## src/rtl/mips_muldiv.sv

```systemverilog
// Iterative MULT/MULTU/DIV/DIVU unit with the architectural HI/LO registers; MTHI/MTLO write on the accept edge.
// Latency: MUL/DIV busy for WIDTH+1 enabled cycles, with HI/LO written and done pulsed on the final edge; MTHI/MTLO take effect on the accept edge.
// Backpressure: op_ready is low while busy; the requester holds op_valid and operands until an edge with en & op_valid & op_ready.
module mips_muldiv #(
    parameter int WIDTH = 32
) (
    input  logic             clk,
    input  logic             rst,
    input  logic             en,
    input  logic             op_valid,
    input  logic [2:0]       op,
    input  logic [WIDTH-1:0] op_x,
    input  logic [WIDTH-1:0] op_y,
    output logic             op_ready,
    output logic             busy,
    output logic             done,
    output logic [WIDTH-1:0] hi,
    output logic [WIDTH-1:0] lo
);
    localparam int CNT_W = $clog2(WIDTH + 1);

    typedef enum logic [1:0] {IDLE, MUL, DIV, FIX} state_t;

    state_t               state, state_nxt;
    logic [CNT_W-1:0]     cnt;
    logic [2*WIDTH-1:0]   acc;        // MUL: {partial product, multiplier}; DIV: {remainder, quotient}
    logic [WIDTH-1:0]     mag_y;
    logic [WIDTH-1:0]     orig_x;
    logic                 neg_res;    // product / quotient must be negated
    logic                 neg_rem;    // remainder follows the dividend's sign
    logic                 is_div;

    logic                 accept;
    logic                 sgn_op, x_neg, y_neg;
    logic [WIDTH-1:0]     mag_x_in, mag_y_in;
    logic [WIDTH:0]       mul_add, mul_sum;
    logic [WIDTH:0]       div_diff;
    logic [2*WIDTH-1:0]   prod_fix;
    logic [WIDTH-1:0]     q_fix, r_fix;

    // Operand conditioning and per-iteration arithmetic
    always_comb begin
        accept   = en & op_valid & op_ready;
        sgn_op   = ~op[0];
        x_neg    = sgn_op & op_x[WIDTH-1];
        y_neg    = sgn_op & op_y[WIDTH-1];
        mag_x_in = x_neg ? -op_x : op_x;
        mag_y_in = y_neg ? -op_y : op_y;
        mul_add  = acc[0] ? {1'b0, mag_y} : '0;
        mul_sum  = {1'b0, acc[2*WIDTH-1:WIDTH]} + mul_add;
        div_diff = acc[2*WIDTH-1:WIDTH-1] - {1'b0, mag_y};
        prod_fix = neg_res ? -acc : acc;
        q_fix    = neg_res ? -acc[WIDTH-1:0] : acc[WIDTH-1:0];
        r_fix    = neg_rem ? -acc[2*WIDTH-1:WIDTH] : acc[2*WIDTH-1:WIDTH];
    end

    // FSM state register
    always_ff @(posedge clk) begin
        if (rst) state <= IDLE;
        else     state <= state_nxt;
    end

    // Next-state and handshake outputs
    always_comb begin
        state_nxt = state;
        busy      = 1'b0;
        op_ready  = 1'b0;
        case (state)
            IDLE: begin
                op_ready = 1'b1;
                if (accept) begin
                    if (op == 3'd0 || op == 3'd1)      state_nxt = MUL;
                    else if (op == 3'd2 || op == 3'd3) state_nxt = DIV;
                end
            end
            MUL, DIV: begin
                busy = 1'b1;
                if (en && cnt == CNT_W'(1)) state_nxt = FIX;
            end
            FIX: begin
                busy = 1'b1;
                if (en) state_nxt = IDLE;
            end
            default: state_nxt = IDLE;
        endcase
    end

    // Datapath: operand latch, one iteration per enabled cycle, sign fix-up and HI/LO commit
    always_ff @(posedge clk) begin
        if (rst) begin
            hi      <= '0;
            lo      <= '0;
            done    <= 1'b0;
            cnt     <= '0;
            acc     <= '0;
            mag_y   <= '0;
            orig_x  <= '0;
            neg_res <= 1'b0;
            neg_rem <= 1'b0;
            is_div  <= 1'b0;
        end else begin
            done <= en && (state == FIX);
            if (en) begin
                case (state)
                    IDLE: begin
                        if (accept) begin
                            case (op)
                                3'd0, 3'd1, 3'd2, 3'd3: begin
                                    acc     <= {{WIDTH{1'b0}}, mag_x_in};
                                    mag_y   <= mag_y_in;
                                    orig_x  <= op_x;
                                    neg_res <= x_neg ^ y_neg;
                                    neg_rem <= x_neg;
                                    is_div  <= op[1];
                                    cnt     <= CNT_W'(WIDTH);
                                end
                                3'd4:    hi <= op_x;
                                3'd5:    lo <= op_x;
                                default: ;
                            endcase
                        end
                    end
                    MUL: begin
                        acc <= {mul_sum, acc[WIDTH-1:1]};
                        cnt <= cnt - CNT_W'(1);
                    end
                    DIV: begin
                        if (!div_diff[WIDTH]) acc <= {div_diff[WIDTH-1:0], acc[WIDTH-2:0], 1'b1};
                        else                  acc <= {acc[2*WIDTH-2:0], 1'b0};
                        cnt <= cnt - CNT_W'(1);
                    end
                    FIX: begin
                        // Divide by zero returns all-ones quotient and the raw dividend, unsigned
                        if (is_div && mag_y == '0) begin
                            hi <= orig_x;
                            lo <= '1;
                        end else if (is_div) begin
                            hi <= r_fix;
                            lo <= q_fix;
                        end else begin
                            hi <= prod_fix[2*WIDTH-1:WIDTH];
                            lo <= prod_fix[WIDTH-1:0];
                        end
                    end
                    default: ;
                endcase
            end
        end
    end
endmodule

```

## config.mk

```make
export PLATFORM = sky130hd
export DESIGN_NAME = mips_muldiv
export DESIGN_NICKNAME = d
export VERILOG_FILES = /design/src/rtl/mips_muldiv.sv
export SDC_FILE = /design/constraint.sdc
export NUM_CORES = 1
export LEC_CHECK = 0
export ABC_AREA = 1
export BUFFER_PORTS_ARGS = -buffer_cell sky130_fd_sc_hd__buf_4
export CORE_MARGIN = 4
export CORE_UTILIZATION = 50
export DETAILED_ROUTE_END_ITERATION = 16
export MAX_ROUTING_LAYER = met4
export PLACE_DENSITY_LB_ADDON = 0.08
export RECOVER_POWER = 25
export SYNTH_ARGS = -nofsm -noshare
export SYNTH_HDL_FRONTEND = slang
export SYNTH_SLANG_ARGS = --single-unit
```

## constraint.sdc

```tcl
create_clock -name clk -period 2.53 [get_ports clk]
set_input_delay 0.506 -clock clk [delete_from_list [all_inputs] [get_ports clk]]
set_output_delay 0.506 -clock clk [all_outputs]
set_load 0.02 [all_outputs]
```

==> metrics.md <==
| Metric | Value |
|---|---|
| First-pass GRT wire length | `approximately 130000 um` |
| GRT Util Overall | `42.3%` |
| Clk buf depth | `3` |
| Starting Density | `~51%` |
| Slew headroom | `57.8%` |
| Worst vdd ir | `approximately 730 uV` |
| Dpl ws | `-0.272 ns` |
| Layout fillers | `3306` |
| Failing checks | `setup timing` |
| Reg2reg path depth | `20` |
| DRC viols | `0` |
| Antenna viol nets, final | `0` |
| Max-slew violation count | `0` |
| Hold path depth | `3` |
| Fmax | `390 MHz` |
| Final period util | `101%` |
| CTS sink count | `a little over 200` |
| CP max FO | `8` |
| Worst-Margin Slew | `about 0.63 ns` |
| Clock root cell | `clkbuf_16` |
| # rows | `69` |
| Min-Delay Path Class | `in -> reg` |
| Hold EP | `orig_x[18]` |
| P&R area growth vs syn | `28.9%` |
| Post-synth top flop | `dfxtp_1` |
| Drt via density | `roughly 6.0` |
| Count of different cell masters after synthesis | `48` |
| CTS tree | `yes` |
| Drt total wl | `about 87000 um` |
| Post-synthesis sequential area ratio | `~22%` |
| Syn Area/Cell | `5.72 um^2` |
| Routed len/inst | `21.5 um` |
| Die Height | `between 150 and 200 um` |
| Synth cell count leaders | `811 x nand2_1, 418 x inv_1, 398 x nor2_1` |
| Yosys reg bits | `approximately 200` |
| Placed wire-length estimate | `~67000 um` |
| Max_cap viols | `0` |
| Final Hold Violating Endpoints | `0` |
| Worst skew pair latency | `0.58 ns` |
| CP Class | `reg -> reg` |
| Fin util | `between 60 and 70%` |
| # setup viols final | `8` |
| PortBufs | `about 140` |
| PwrDens | `between 700 and 800 mW/mm^2` |
| Leak Pwr | `roughly 12 nW` |
| Initial antenna violation count | `4` |
| Layout Cells excl Fill | `roughly 4000` |
| Post-synth top area share | `~22%` |
| Final setup skew | `approximately 0.018 ns` |
| PnR worst setup slack | `-0.0336 ns` |
| Yosys warns | `0` |
| Worst reg2reg path endpoint | `acc[37]` |
| Worst hold margin | `about 0.23 ns` |
| Total global routing overflow | `0` |
| Chip Width | `200 um` |
| Async S/R FF share, synth | `0%` |
| Vias in the first global route | `21800` |
| Clk slew on worst S/H paths | `~0.07 ns` |
| Hold Crit Start | `op_x[18]` |
| Initial DRC count | `3556` |
| Clock buffer count from CTS | `25` |
| Placed insts | `between 3000 and 4000` |
| CP required | `just under 3 ns` |
| RSZ-0062 raised after global routing | `yes` |
| Hold buffer count at cts | `0` |
| Max H-tree Level | `1` |
| Fraction of layout cells with a size suffix above 1 | `roughly a fifth` |
| Status | `finished, violations left` |
| Post-synth EDFFs | `0` |
| Reg2Reg Setup Slack | `-0.03 ns` |
| RD Place Congestion | `between 1 and 1.5` |
| Synth area leader | `dfxtp_1` |
| Nature of the critical path startpoint | `flip-flop` |
| IO Pins | `roughly 140` |
| Full die area | `between 0.03 and 0.04 mm^2` |
| Most common cell in the netlist | `nand2_1` |
| Critical path endpoint category | `flip-flop` |
| Fin crit period | `2.56 ns` |
| Reg-to-reg startpoint | `acc[31]` |
| Final #Nets | `about 3700` |
| Largest net degree at the start of global routing | `between 70 and 80` |
| Synth top area cells | `dfxtp_1 22%, nand2_1 17%, inv_1 8.5%` |
| Worst path arrival time | `about 3.0 ns` |
| Drt pass-1 iters | `6` |
| DR vias | `between 20000 and 25000` |
| Mapped cell area | `approximately 0.018 mm^2` |
| Core Area | `about 0.036 mm^2` |
| Synth Instances | `about 3200` |
| Syn_nets | `about 3400` |
-- through the flow --
step	setup TNS, ns	power, mW	cell area [um^2]
3_3_place_gp	-1.82	11.7	21800
6_report	-0.104	17.2	23700
5_1_grt	-2.83	17.9	23700
4_1_cts	-0.00914	16.1	22800
3_5_place_dp	-2.30	11.9	21800
2_1_floorplan	0	8.72	18400
-- cells in the final DEF, fill, tap and decap left out, types with 44 or more instances in the layout --
cell      instances
nand2_1         764
inv_1           406
nor2_1          372
buf_4           347
a21oi_1         279
o21ai_0         233
nand3_1         208
dfxtp_1         190
clkbuf_1         59
nand2_2          50
xor2_1           44
nand4_1          44
-- state kept, by name, summed over array words and instances (netlist names) --
name / flops
state: 2
mag_y: 32
hi: 32
acc: 64
is_div: 1
done: 1
cnt: 6
neg_res: 1
orig_x: 32
neg_rem: 1
lo: 32
-- worst max path at each step --
| stage | to | cells past startpoint | startpoint |
|---|---|---|---|
| finish | acc[37] | 20 | acc[31] |
| global route | acc[50] | 20 | acc[31] |
| global placement | acc[61] | 17 | mag_y[18] |
| detailed placement | acc[63] | 17 | mag_y[18] |
| floorplan | acc[45] | 17 | acc[0] |
| CTS | acc[33] | 20 | acc[31] |
-- final cells by class --
| type | instances | area [um^2] | area share (%) |
|---|---|---|---|
| well taps | 461 | 577 | 2.43 |
| diodes | 6 | 15.0 | 0.0633 |
| clock buffers | 27 | 653 | 2.75 |
| repair buffers | 428 | 3250 | 13.7 |
| flip-flops and latches | 204 | 4100 | 17.3 |
| multi-input cells | 2460 | 13200 | 55.6 |
| clock inverters | 19 | 292 | 1.23 |
| inverters | 430 | 1630 | 6.85 |
-- critical path, stage by stage (launching register included) --
cell and delay [ns]:
dfxtp_2 0.34, inv_2 0.06, ha_4 0.16, fa_2 0.42
inv_2 0.09, nand2_2 0.06, nand2_2 0.10, nand3_2 0.07
nand2_2 0.08, nand2_2 0.07, nand2_4 0.07, nand2_4 0.07
nand2_4 0.10, nand2_8 0.09, nand2_8 0.14, buf_8 0.16
nand2_1 0.06, nand3_1 0.08, nand2_1 0.07, nand2_1 0.07
a21oi_1 0.06
-- cells by family after synthesis --
family                   Yosys count  share of synthesized area, %
adder cells (fa/ha/maj)           77                          5.32
buffers and inverters            554                          11.5
XOR/XNOR                          64                          3.05
flip-flops                       204                          22.2
AO/OA/AOI/OAI                    716                          21.3
AND/OR/NAND/NOR                 1603                          36.6
-- power breakdown --
part / total (mW) / internal, mW / switching (mW)
Combinational: 8.93 / 3.01 / 5.92
Sequential: 4.04 / 3.64 / 0.400
Clock: 4.21 / 2.52 / 1.69
Total: 17.2 / 9.17 / 8.01
-- per-layer routing --
layer / part of all wire (%) / global-route usage [%] / up-vias
li1: - / - / 11200
met1: 41 / 60.0 / 11100
met2: 39 / 57.9 / 1741
met3: 14 / 10.8 / 327
met4: 5.0 / 15.5 / 0
met5: 0 / - / -
-- timing repair --
item	in CTS	in global routing
cloned	0	4
buffers inserted	1	11
pin swaps	2	30
endpoints found under the setup margin	38	77
gates resized for setup	34	253
Note: power is estimated with default switching activity, not from simulation.
